`src/rtl/vend_ctrl_multi.sv`:
```
// Multi-item vending controller: coin credit with saturation guard, per-item stock,
// one-cycle dispense pulse and valid/ack change return. Optional inactivity timeout: VM_TIMEOUT_EN.
module vend_ctrl_multi #(
    parameter int                            NUM_ITEMS      = 4,
    parameter int                            CREDIT_W       = 8,
    parameter int                            STOCK_W        = 4,
    parameter logic [NUM_ITEMS*CREDIT_W-1:0] ITEM_PRICES    = {8'd100, 8'd75, 8'd50, 8'd25},
    parameter logic [4*CREDIT_W-1:0]         COIN_VALUES    = {8'd100, 8'd25, 8'd10, 8'd5},
    parameter int                            INIT_STOCK     = 3,
    parameter int                            TIMEOUT_CYCLES = 1000
) (
    input  logic                         clk,
    input  logic                         rst,
    input  logic                         coin_valid,
    input  logic [1:0]                   coin_sel,
    input  logic                         sel_valid,
    input  logic [$clog2(NUM_ITEMS)-1:0] sel_item,
    input  logic                         cancel,
    input  logic                         restock_valid,
    input  logic [$clog2(NUM_ITEMS)-1:0] restock_item,
    input  logic                         change_ack,
    output logic                         vend_valid,
    output logic [$clog2(NUM_ITEMS)-1:0] vend_item,
    output logic                         change_valid,
    output logic [CREDIT_W-1:0]          change_amount,
    output logic                         coin_reject,
    output logic                         error,
    output logic [CREDIT_W-1:0]          credit,
    output logic [NUM_ITEMS-1:0]         sold_out,
    output logic [1:0]                   state
);

    // state    | meaning
    // IDLE     | no credit, waiting for the first coin
    // COLLECT  | accumulating credit, accepting selection/cancel
    // DISPENSE | single cycle, vend_valid asserted
    // CHANGE   | change_valid held until change_ack

    localparam int IDX_W = $clog2(NUM_ITEMS);

    typedef enum logic [1:0] {
        S_IDLE     = 2'd0,
        S_COLLECT  = 2'd1,
        S_DISPENSE = 2'd2,
        S_CHANGE   = 2'd3
    } state_t;

    state_t               state_q, state_n;
    logic [CREDIT_W-1:0]  credit_q, credit_n;
    logic [CREDIT_W-1:0]  change_amount_q, change_amount_n;
    logic [IDX_W-1:0]     vend_item_q, vend_item_n;
    logic                 vend_valid_q, vend_valid_n;
    logic                 change_valid_q, change_valid_n;
    logic                 coin_reject_q, coin_reject_n;
    logic                 error_q, error_n;
    logic [NUM_ITEMS-1:0] sold_out_q, sold_out_n;
    logic [STOCK_W-1:0]   stock_q [NUM_ITEMS];
    logic [STOCK_W-1:0]   stock_n [NUM_ITEMS];

    logic [CREDIT_W-1:0]  coin_val;
    logic [CREDIT_W:0]    coin_sum;
    logic [CREDIT_W-1:0]  sel_price;
    logic [STOCK_W-1:0]   sel_stock;
    logic                 sel_in_range;
    logic                 sel_ok;
    logic                 tmo_hit;

`ifdef VM_TIMEOUT_EN
    localparam int TMR_W = (TIMEOUT_CYCLES > 1) ? $clog2(TIMEOUT_CYCLES) : 1;

    logic [TMR_W-1:0] tmr_q;

    // Down-counter reloads outside COLLECT and on any coin/selection; expiry at terminal count zero.
    always_ff @(posedge clk or posedge rst) begin
        if (rst) begin
            tmr_q <= TMR_W'(TIMEOUT_CYCLES - 1);
        end else if (state_q != S_COLLECT || coin_valid || sel_valid) begin
            tmr_q <= TMR_W'(TIMEOUT_CYCLES - 1);
        end else if (tmr_q != '0) begin
            tmr_q <= tmr_q - TMR_W'(1);
        end
    end

    assign tmo_hit = (tmr_q == '0);
`else
    assign tmo_hit = 1'b0;
`endif

    always_comb begin
        coin_val     = COIN_VALUES[coin_sel*CREDIT_W +: CREDIT_W];
        coin_sum     = {1'b0, credit_q} + {1'b0, coin_val};
        sel_in_range = (int'(sel_item) < NUM_ITEMS);
        sel_price    = '0;
        sel_stock    = '0;
        for (int i = 0; i < NUM_ITEMS; i++) begin
            if (int'(sel_item) == i) begin
                sel_price = ITEM_PRICES[i*CREDIT_W +: CREDIT_W];
                sel_stock = stock_q[i];
            end
        end
        sel_ok = sel_in_range && (sel_stock != '0) && (credit_q >= sel_price);
    end

    always_comb begin
        state_n         = state_q;
        credit_n        = credit_q;
        change_amount_n = change_amount_q;
        vend_item_n     = vend_item_q;
        vend_valid_n    = 1'b0;
        change_valid_n  = change_valid_q;
        coin_reject_n   = 1'b0;
        error_n         = 1'b0;
        for (int i = 0; i < NUM_ITEMS; i++) begin
            stock_n[i] = stock_q[i];
        end

        case (state_q)
            S_IDLE: begin
                if (sel_valid) begin
                    error_n = 1'b1;
                end
                if (coin_valid) begin
                    credit_n = coin_val;
                    state_n  = S_COLLECT;
                end
            end
            S_COLLECT: begin
                if (cancel) begin
                    state_n         = S_CHANGE;
                    change_valid_n  = 1'b1;
                    change_amount_n = credit_q;
                    coin_reject_n   = coin_valid;
                end else if (sel_valid) begin
                    coin_reject_n = coin_valid;
                    if (sel_ok) begin
                        state_n      = S_DISPENSE;
                        vend_valid_n = 1'b1;
                        vend_item_n  = sel_item;
                        credit_n     = credit_q - sel_price;
                        for (int i = 0; i < NUM_ITEMS; i++) begin
                            if (int'(sel_item) == i) begin
                                stock_n[i] = stock_q[i] - STOCK_W'(1);
                            end
                        end
                    end else begin
                        error_n = 1'b1;
                    end
                end else if (coin_valid) begin
                    if (coin_sum[CREDIT_W]) begin
                        coin_reject_n = 1'b1;
                    end else begin
                        credit_n = coin_sum[CREDIT_W-1:0];
                    end
                end else if (tmo_hit) begin
                    state_n         = S_CHANGE;
                    change_valid_n  = 1'b1;
                    change_amount_n = credit_q;
                end
            end
            S_DISPENSE: begin
                coin_reject_n = coin_valid;
                if (credit_q != '0) begin
                    state_n         = S_CHANGE;
                    change_valid_n  = 1'b1;
                    change_amount_n = credit_q;
                end else begin
                    state_n = S_IDLE;
                end
            end
            S_CHANGE: begin
                coin_reject_n = coin_valid;
                if (change_ack) begin
                    credit_n       = '0;
                    change_valid_n = 1'b0;
                    state_n        = S_IDLE;
                end
            end
            default: state_n = S_IDLE;
        endcase

        // Restock is applied last so it overrides a same-cycle sale of the same item.
        for (int i = 0; i < NUM_ITEMS; i++) begin
            if (restock_valid && int'(restock_item) == i) begin
                stock_n[i] = '1;
            end
            sold_out_n[i] = (stock_n[i] == '0);
        end
    end

    always_ff @(posedge clk or posedge rst) begin
        if (rst) begin
            state_q         <= S_IDLE;
            credit_q        <= '0;
            change_amount_q <= '0;
            vend_item_q     <= '0;
            vend_valid_q    <= 1'b0;
            change_valid_q  <= 1'b0;
            coin_reject_q   <= 1'b0;
            error_q         <= 1'b0;
            sold_out_q      <= {NUM_ITEMS{(STOCK_W'(INIT_STOCK) == '0)}};
            for (int i = 0; i < NUM_ITEMS; i++) begin
                stock_q[i] <= STOCK_W'(INIT_STOCK);
            end
        end else begin
            state_q         <= state_n;
            credit_q        <= credit_n;
            change_amount_q <= change_amount_n;
            vend_item_q     <= vend_item_n;
            vend_valid_q    <= vend_valid_n;
            change_valid_q  <= change_valid_n;
            coin_reject_q   <= coin_reject_n;
            error_q         <= error_n;
            sold_out_q      <= sold_out_n;
            for (int i = 0; i < NUM_ITEMS; i++) begin
                stock_q[i] <= stock_n[i];
            end
        end
    end

    assign state         = state_q;
    assign credit        = credit_q;
    assign change_amount = change_amount_q;
    assign vend_item     = vend_item_q;
    assign vend_valid    = vend_valid_q;
    assign change_valid  = change_valid_q;
    assign coin_reject   = coin_reject_q;
    assign error         = error_q;
    assign sold_out      = sold_out_q;

endmodule

```
`config.mk`:
```
export PLATFORM = sky130hd
export DESIGN_NAME = vend_ctrl_multi
export DESIGN_NICKNAME = d
export VERILOG_FILES = /design/src/rtl/vend_ctrl_multi.sv
export SDC_FILE = /design/constraint.sdc
export NUM_CORES = 1
export LEC_CHECK = 0
export BUFFER_PORTS_ARGS = -buffer_cell sky130_fd_sc_hd__buf_2
export CELL_PAD_IN_SITES_DETAIL_PLACEMENT = 0
export CELL_PAD_IN_SITES_GLOBAL_PLACEMENT = 1
export CORE_MARGIN = 5
export CORE_UTILIZATION = 48
export DETAILED_ROUTE_END_ITERATION = 8
export HOLD_SLACK_MARGIN = 0.05
export MAX_ROUTING_LAYER = met4
export PLACE_DENSITY_LB_ADDON = 0.1
export SYNTH_ARGS = -nofsm -noshare
export SYNTH_HDL_FRONTEND = slang
export SYNTH_SLANG_ARGS = --single-unit
```
`constraint.sdc`:
```
create_clock -name clk -period 8 [get_ports clk]
set_input_delay 0.4 -clock clk [delete_from_list [all_inputs] [get_ports clk]]
set_output_delay 0.4 -clock clk [all_outputs]
set_load 0.02 [all_outputs]
```
==> results of run 1 <==
-- metal layers --
layer / track usage (%) / share of wire, % / routed length (um) / up-vias
met5: - / 0 / 0 / -
met4: 5.01 / 1.2 / 80 / 0
met3: 3.13 / 4.9 / 334 / 9
met2: 28.3 / 44 / 2990 / 52
met1: 27.3 / 50 / 3470 / 1177
li1: - / - / - / 1208
-- state kept, by name, indices dropped and copies added (netlist names) --
register       flops
change_amount      8
change_valid       1
coin_reject        1
credit             8
error              1
sold_out           4
state              2
stock_q           16
vend_item          2
vend_valid         1
-- final cells by class --
| cell class | count | area (um2) |
|---|---|---|
| Sequential cell | 44 | 1110 |
| Timing Repair Buffer | 41 | 208 |
| Inverter | 25 | 93.8 |
| Tap cell | 75 | 93.8 |
| Fill cell | 534 | 2610 |
| Clock buffer | 6 | 72.6 |
| Clock inverter | 2 | 35.0 |
| Multi-Input combinational cell | 237 | 1760 |
-- power groups by stage --
stage	logic, mW	clock network, mW	registers [mW]
6_report	0.586	0.172	0.364
5_1_grt	0.653	0.186	0.377
4_1_cts	0.589	0.176	0.365
3_5_place_dp	0.586	0	0.369
3_3_place_gp	0.581	0	0.368
2_1_floorplan	0.392	0	0.401
-- Yosys cell counts, types with 4 or more instances --
cell type and n:
dfrtp_1 36, nor4_1 4, xnor2_1 9, o21ai_0 19, o22ai_1 5, nand2_1 29, ha_1 27, a21oi_1 14
dfstp_2 8, o21a_1 7, a22o_1 4, a211oi_1 5, nor2_1 23, nor3_1 5, inv_1 25, mux2_2 11
xor2_1 6, nand3_1 7
-- per-stage QoR --
step | instance area [um2] | power (mW)
2_1_floorplan | 3000 | 0.793
3_3_place_gp | 3270 | 0.949
3_5_place_dp | 3270 | 0.955
4_1_cts | 3380 | 1.13
5_1_grt | 3380 | 1.22
6_report | 3380 | 1.12
-- cells by family (layout without fill, tap and decap cells) --
logic type	Yosys count	in the layout	synth area share [%]
multiplexers	17	17	6.50
AND/OR/NAND/NOR	95	95	16.6
buffers and inverters	32	74	4.33
flip-flops	44	44	37.0
AO/OA/AOI/OAI	81	81	18.7
XOR/XNOR	15	15	4.37
adder cells (fa/ha/maj)	29	29	12.6
-- worst paths after layout --
kind	endpoint	cells past startpoint	startpoint	slack (ns)
min	sold_out[3]$_DFF_PP0_	3	rst	0.22
max in group asynchronous	stock_q[13]$_DFF_PP1_	3	rst	7.40
min reg2reg	change_amount[5]$_DFFE_PP0P_	1	change_amount[5]$_DFFE_PP0P_	0.51
min in group clk	coin_reject$_DFF_PP0_	2	coin_valid	0.32
max reg2reg	sold_out[2]$_DFF_PP0_	11	credit[0]$_DFFE_PP0P_	5.02
max	sold_out[2]$_DFF_PP0_	13	sel_item[0]	4.78
-- critical path, cell delays in order --
cell     delay (ns)
buf_2          0.13
inv_1          0.10
ha_1           0.30
nor2_1         0.16
o21ai_0        0.11
ha_1           0.36
nand4_1        0.10
o21ai_0        0.26
a21oi_2        0.12
nor3_4         0.62
nand2_1        0.20
mux2_1         0.36
and4b_1        0.19
==> results.cfg, run 1 <==
[cells_and_area]
area_delta_synth_final_pct = 12.4
final_nets = 396
final_cell_count_no_fill = 430
diodes = 0
final_util_pct = 56.4
final_common_cell = buf_2
drive_gt1_share_pct = 22.0
final_cell_mix = buf_2 (40), dfrtp_1 (36), nand2_1 (29)

[drt]
via_count = 2446
detail-route-antenna-nets = 0
routedWlPerCell_um = 16.0
routed_wl_um = 6870
drtPass1Iterations = 5
vias_per_cell = 5.69
drc = 0
drtIter0Drc = 101

[worst_setup_path]
crit_type = in2reg
endpoint_kind = flop
path_max_fanout = 19
cp.required_ns = 8.20
crit_arrival_ns = 3.42
cp-start-kind = input pin

[yosys]
netlist_area_um2 = 3000
seq_area_frac_synth_pct = 37.0
ys_types = 62
syn_nets = 355
syn_inst = 313
syn_avg_cell_area_um2 = 9.60
async_reset_ff_share_pct = 100
yosys-top-cells-area = dfrtp_1 (30%), ha_1 (11%), dfstp_2 (7.0%)
synth-edff-count = 0
synth_area_leader_cell = dfrtp_1
ys.flop_type = dfrtp_1
synth-seq-cells = 44
yosysWarningCount = 0
yosysTopAreaCellShare_pct = 30.0

[clock_network]
cts_tree = yes
cts_root_buf = clkbuf_8
cts_resized = 0
clk_pin_slew_ns = 0.08
post_cts_buffers = 0
holdBufCountCts = 0
cts-htree-levels = 2
clock_latency_ns = 0.30
clockBufferDepth = 2
cts_buffers = 5
cts_num_sinks = 44

[timing]
tightest_slew_ns = 1.02
maxSlewHeadroom_pct = 32.3
setup_violations = 0
final.setup.tns_ns = 0
slew_viol_final = 0
fin_skew_ns = 0.00426
period_needed_ns = 3.22
hold_violations = 0
max_freq_mhz = 310
rsz0062_at_grt = false
fin_ws_ns = 4.78
holdWs_ns = 0.217
period_share_pct = 40.3

[power_and_ir_drop]
power_frac_comb_pct = 52.2
power.switching_mw = 0.495
cellLeakagePower_nw = 1.61
pwr-share-clk_pct = 15.3
peakVddDrop_mv = 0.210
p_sw_share_pct = 44.1
internal-power_mw = 0.627
p_seq_share_pct = 32.4
p_per_area_nw_per_um2 = 332

[floorplan]
die_w_um = 89.1
die_area_um2 = 7940
start_util_pct = 50.1
rows = 28
die_h_um = 89.1
coreArea_um2 = 5990
boundaryPins = 41

[flow_run]
drv_cap = 0

[grt]
antenna_found_initial = 0
grt_pass1_vias = 2410
grt_overflow = 0
grt_pass1_wl_um = 11500
grt_max_degree = 45
grt_use_total_pct = 19.2

[placement]
globalplace.congestion = 0.824
placedCellCount = 422
hpwl_um = 5150
portBuffers = 40
post-place-ws_ns = 4.42

[hold_path]
worst_hold_path_type = in2async

[outcome]
status = finished, final reports clean
Note: power is estimated with default switching activity, not from simulation.
==> inputs of run 2 (changes only) <==
--- a/config.mk
+++ b/config.mk
@@ -9,7 +9,7 @@
 export CELL_PAD_IN_SITES_DETAIL_PLACEMENT = 0
 export CELL_PAD_IN_SITES_GLOBAL_PLACEMENT = 1
 export CORE_MARGIN = 5
-export CORE_UTILIZATION = 48
+export CORE_UTILIZATION = 40
 export DETAILED_ROUTE_END_ITERATION = 8
 export HOLD_SLACK_MARGIN = 0.05
 export MAX_ROUTING_LAYER = met4
==> constraint.sdc (replaced) <==
create_clock -name clk -period 2.9 [get_ports clk]
set_input_delay 0.145 -clock clk [delete_from_list [all_inputs] [get_ports clk]]
set_output_delay 0.145 -clock clk [all_outputs]
set_load 0.02 [all_outputs]
==> run 2 against run 1 <==
Net effect:
- worst hold slack got worse by 0.084 ns
- non-clock buffer count increased by 20
- core utilization decreased by 7.1 points
- clock skew increased by 0.0019 ns
- clock power increased to 3.0 times the previous value
- clock-buffer cell count unchanged
- global-route usage decreased by 2.7 points
- combinational power increased to 3.2 times the previous value
- largest power group unchanged
- highest routed layer unchanged
==> results.cfg, run 2 (synthesis results as in run 1) <==
[outcome]
status = finished, final reports clean

[flow_run]
drv_cap = 0

[cells_and_area]
final_common_cell = buf_2
final_util_pct = 49.3
area_delta_synth_final_pct = 19.7
final_cell_count_no_fill = 474
drive_gt1_share_pct = 25.9
multi_input_area_um2 = 1770
final_cell_mix = buf_2 (40), dfrtp_1 (36), nand2_1 (29)
fillers = 749
diodes = 0
final_nets = 416
final-seq-area_um2 = 1110
regMostFlops = stock_q
largest_register_ffs = 16
final_cell_area_um2 = 3600

[grt]
grt_util_met3_pct = 3.02
grt_use_total_pct = 16.4
antenna_found_initial = 0
grt_max_degree = 31
top_usage_layer = met2
grt_overflow = 0
grt.met1_usage_pct = 19.7
grt_pass1_wl_um = 12400
grt_use_met2_pct = 28.1
grt_pass1_vias = 2555

[worst_setup_path]
cp-start-kind = flop
cpMaxStageDelayCell = dfrtp_1
critPathTopFamily = compound AO/OA/AOI/OAI gates
cp_cell_sequence = inv_1 > ha_1 > inv_1 > fa_1 > a211oi_1 > o21ai_1 > a21oi_4 > nor3_4 > buf_12 > nand2_1 > mux2_2 > and3b_1
r2r_slack_ns = 0.17
max_stage_delay_ns = 0.39
cp.required_ns = 3.09
crit_arrival_ns = 2.92
endpoint_kind = flop
path_max_fanout = 18
path_common_cell = inv_1
path_buf_inv = 3
crit_type = reg2reg

[power_and_ir_drop]
peakVddDrop_mv = 0.277
power_frac_comb_pct = 56.4
p_seq_share_pct = 28.1
p_per_area_nw_per_um2 = 917
internal-power_mw = 1.87
cellLeakagePower_nw = 1.72
p_sw_share_pct = 43.4
power.switching_mw = 1.43
pwr-share-clk_pct = 15.5

[timing]
fin_ws_ns = 0.172
maxSlewHeadroom_pct = 23.9
tightest_slew_ns = 1.13
setup_violations = 0
slew_viol_final = 0
holdWs_ns = 0.133
hold_violations = 0
rsz0062_at_grt = false
fin_skew_ns = 0.00612
max_freq_mhz = 367
period_share_pct = 94.1
period_needed_ns = 2.73

[floorplan]
die_w_um = 96.7
die_area_um2 = 9340
boundaryPins = 41
rows = 31
coreArea_um2 = 7290
die_h_um = 96.7
start_util_pct = 41.2

[clock_network]
cts-htree-levels = 2
cts_root_buf = clkbuf_8
cts_tree = yes
clockBufferDepth = 2
clock_latency_ns = 0.30
cts_buffers = 5
post_cts_buffers = 0
cts_num_sinks = 44
clk_pin_slew_ns = 0.09

[placement]
placedCellCount = 464
dpl_cell_area_um2 = 3450
portBuffers = 40
post-place-ws_ns = -0.0189
globalplace.congestion = 0.816
hpwl_um = 5750

[drt]
drtIter0Drc = 113
vias_per_cell = 5.25
drc = 0
via_count = 2488
routedWlPerCell_um = 15.5
detail-route-antenna-nets = 0
drtPass1Iterations = 4
routed_wl_um = 7360

[hold_path]
worst_hold_path_type = in2reg
-- run 2: power groups by stage --
stage | Clock, mW | Combinational [mW] | Sequential [mW]
5_1_grt | 0.548 | 2.05 | 0.947
3_3_place_gp | 0 | 1.83 | 0.940
4_1_cts | 0.530 | 1.86 | 0.927
6_report | 0.511 | 1.86 | 0.926
2_1_floorplan | 0 | 1.08 | 1.11
3_5_place_dp | 0 | 1.84 | 0.939
-- run 2: layout make-up --
cell class | instances | share of cell area (%)
inverters | 25 | 2.61
well taps | 99 | 3.44
clock buffers | 6 | 2.30
flip-flops and latches | 44 | 30.9
repair buffers | 61 | 10.4
multi-input cells | 237 | 49.2
clock inverters | 2 | 1.08
-- run 2: worst paths after layout --
path | from | endpoint | cells after the start
min reg2reg | change_amount[1]$_DFFE_PP0P_ | change_amount[1]$_DFFE_PP0P_ | 1
max reg2reg | credit[0]$_DFFE_PP0P_ | sold_out[0]$_DFF_PP0_ | 12
max | credit[0]$_DFFE_PP0P_ | sold_out[0]$_DFF_PP0_ | 12
max in group asynchronous | rst | stock_q[13]$_DFF_PP1_ | 4
min in group asynchronous | rst | change_amount[4]$_DFFE_PP0P_ | 3
min | sel_item[1] | vend_item[1]$_DFFE_PP0P_ | 2
-- run 2: per-layer routing --
layer	part of all wire, %	vias up
met4	1.7	0
met5	0	-
met1	47	1200
met2	49	38
li1	-	1239
met3	2.8	11
-- run 2: timing repair --
| item | CTS | global route |
|---|---|---|
| resized for setup | 0 | 1 |
| setup endpoints to repair | 0 | 5 |
| hold endpoints to repair | 28 | 0 |
| hold buffers | 2 | 0 |
-- run 2: stage by stage --
stage               total power [mW]  setup TNS [ns]
finish                          3.30               0
global route                    3.55               0
detailed placement              2.77         -0.0274
floorplan                       2.19               0
CTS                             3.31               0
global placement                2.78               0
==> inputs of run 3 (changes only) <==
--- a/config.mk
+++ b/config.mk
@@ -14,6 +14,7 @@
 export HOLD_SLACK_MARGIN = 0.05
 export MAX_ROUTING_LAYER = met4
 export PLACE_DENSITY_LB_ADDON = 0.1
+export REMOVE_ABC_BUFFERS = 1
 export SYNTH_ARGS = -nofsm -noshare
 export SYNTH_HDL_FRONTEND = slang
 export SYNTH_SLANG_ARGS = --single-unit
==> run 3 against run 2 <==
Net effect:
- register-to-register slack lost 0.05 ns
- first-iteration DRC count shrank 9.7%
- power grew 0.45%
- clock skew shrank 0.00061 ns
- critical path type unchanged
- highest routed layer unchanged
==> results.cfg, run 3 (synthesis results as in run 1) <==
[clock_network]
cts_root_buf = clkbuf_8
clock_latency_ns = 0.29
cts_buffers = 5
cts_tree = yes
cts-htree-levels = 2
clockBufferDepth = 2
clk_pin_slew_ns = 0.09
cts_num_sinks = 44

[power_and_ir_drop]
peakVddDrop_mv = 0.259
power_mw = 3.31
p_per_area_nw_per_um2 = 928
cellLeakagePower_nw = 1.71

[grt]
grt_max_degree = 45
antenna_found_initial = 0
top_usage_layer = met2
grt_use_met2_pct = 27.5
grt_pass1_wl_um = 12300
grt_overflow = 0
grt_use_total_pct = 16.3
grt_util_met3_pct = 2.73
grt_pass1_vias = 2477
grt.met1_usage_pct = 19.9

[cells_and_area]
final_nets = 414
regMostFlops = stock_q
final_cell_mix = buf_2 (40), dfrtp_1 (36), nand2_1 (29)
final_cell_count_no_fill = 472
largest_register_ffs = 16
area_delta_synth_final_pct = 18.8
drive_gt1_share_pct = 26.3
fillers = 714
final_cell_area_um2 = 3570
diodes = 0
final_common_cell = buf_2

[floorplan]
die_area_um2 = 9340
boundaryPins = 41
die_w_um = 96.7
coreArea_um2 = 7290
die_h_um = 96.7
start_util_pct = 41.2
rows = 31

[worst_setup_path]
r2r_slack_ns = 0.12
crit_arrival_ns = 2.96
cp.required_ns = 3.08
worstReg2RegEnd = credit[4]$_DFFE_PP0P_
crit_type = reg2reg
r2r_cells = 11
path_max_fanout = 4
endpoint_kind = flop
r2r-start = credit[0]$_DFFE_PP0P_
cp-start-kind = flop

[drt]
drtIter0Drc = 102
detail-route-antenna-nets = 0
via_count = 2460
vias_per_cell = 5.21
drtPass1Iterations = 4
drc = 0
routed_wl_um = 7350
routedWlPerCell_um = 15.6

[timing]
slew_viol_final = 0
period_needed_ns = 2.78
tightest_slew_ns = 0.948
fin_ws_ns = 0.122
max_freq_mhz = 360
hold_violations = 0
maxSlewHeadroom_pct = 36.8
setup_violations = 0
fin_skew_ns = 0.00551
period_share_pct = 95.8

[placement]
portBuffers = 40
post-place-ws_ns = -0.00478
globalplace.congestion = 0.837
dpl_cell_area_um2 = 3430
placedCellCount = 462
hpwl_um = 5590

[outcome]
status = finished, final reports clean

[hold_path]
worst_hold_path_type = in2async

[flow_run]
drv_cap = 0
[run 3: cell count changes in the layout (fill, tap and decap cells not counted)]
cell | previous run | this run
a21oi_2 | 0 | 1
a21oi_4 | 1 | 0
clkinv_1 | 1 | 0
dlygate4sd3_1 | 2 | 0
inv_2 | 0 | 1
[run 3: per-stage QoR]
step	setup TNS (ns)	hold slack [ns]	utilization (%)
3_5_place_dp	-0.00478	0.382	47.1
5_1_grt	-0.00854	0.0758	48.9
4_1_cts	0	0.0679	48.7
2_1_floorplan	0	0.267	-
6_report	0	0.0441	48.9
3_3_place_gp	0	0.388	47.1
[run 3: worst max path at each step]
stage / startpoint / endpoint / cells past startpoint
2_1_floorplan: credit[0]$_DFFE_PP0P_ / sold_out[2]$_DFF_PP0_ / 11
3_3_place_gp: sel_item[0] / sold_out[0]$_DFF_PP0_ / 13
3_5_place_dp: sel_item[0] / sold_out[0]$_DFF_PP0_ / 13
4_1_cts: credit[0]$_DFFE_PP0P_ / sold_out[0]$_DFF_PP0_ / 12
5_1_grt: credit[0]$_DFFE_PP0P_ / sold_out[0]$_DFF_PP0_ / 13
6_report: credit[0]$_DFFE_PP0P_ / credit[4]$_DFFE_PP0P_ / 11
[run 3: metal layers]
layer	vias to the layer above	routed length, um
met5	-	0
met4	0	136
met3	9	260
met2	46	3570
met1	1168	3380
li1	1237	-
[run 3: critical path, cell delays in order (launching register included)]
cell	delay [ns]
dfrtp_1	0.38
inv_1	0.09
ha_1	0.17
inv_1	0.06
fa_1	0.39
a211oi_1	0.31
o21ai_1	0.17
a21oi_2	0.19
buf_4	0.15
nor3_4	0.05
o31a_2	0.40
mux2_4	0.31
[run 3: area by class of cell]
type / count / area (um2) / area share, %
sequential: 44 / 1110 / 31.1
clock inverter: 2 / 38.8 / 1.09
multi-input combinational: 237 / 1760 / 49.4
inverter: 25 / 93.8 / 2.63
tap: 99 / 124 / 3.47
timing repair buffer: 59 / 355 / 9.96
clock buffer: 6 / 82.6 / 2.31
[run 3: what timing repair did]
item                                    CTS  global route
resized for setup                         0             0
hold endpoints to repair                  0             0
setup buffers                             0             2
endpoints found under the setup margin    0             5
hold buffers                              0             0
[run 3: power by group]
group          internal, mW  leakage (nW)  switching (mW)
Clock                 0.282        0.0614           0.222
Sequential            0.790         0.508           0.137
Combinational         0.816          1.14            1.07
Total                  1.89          1.71            1.42
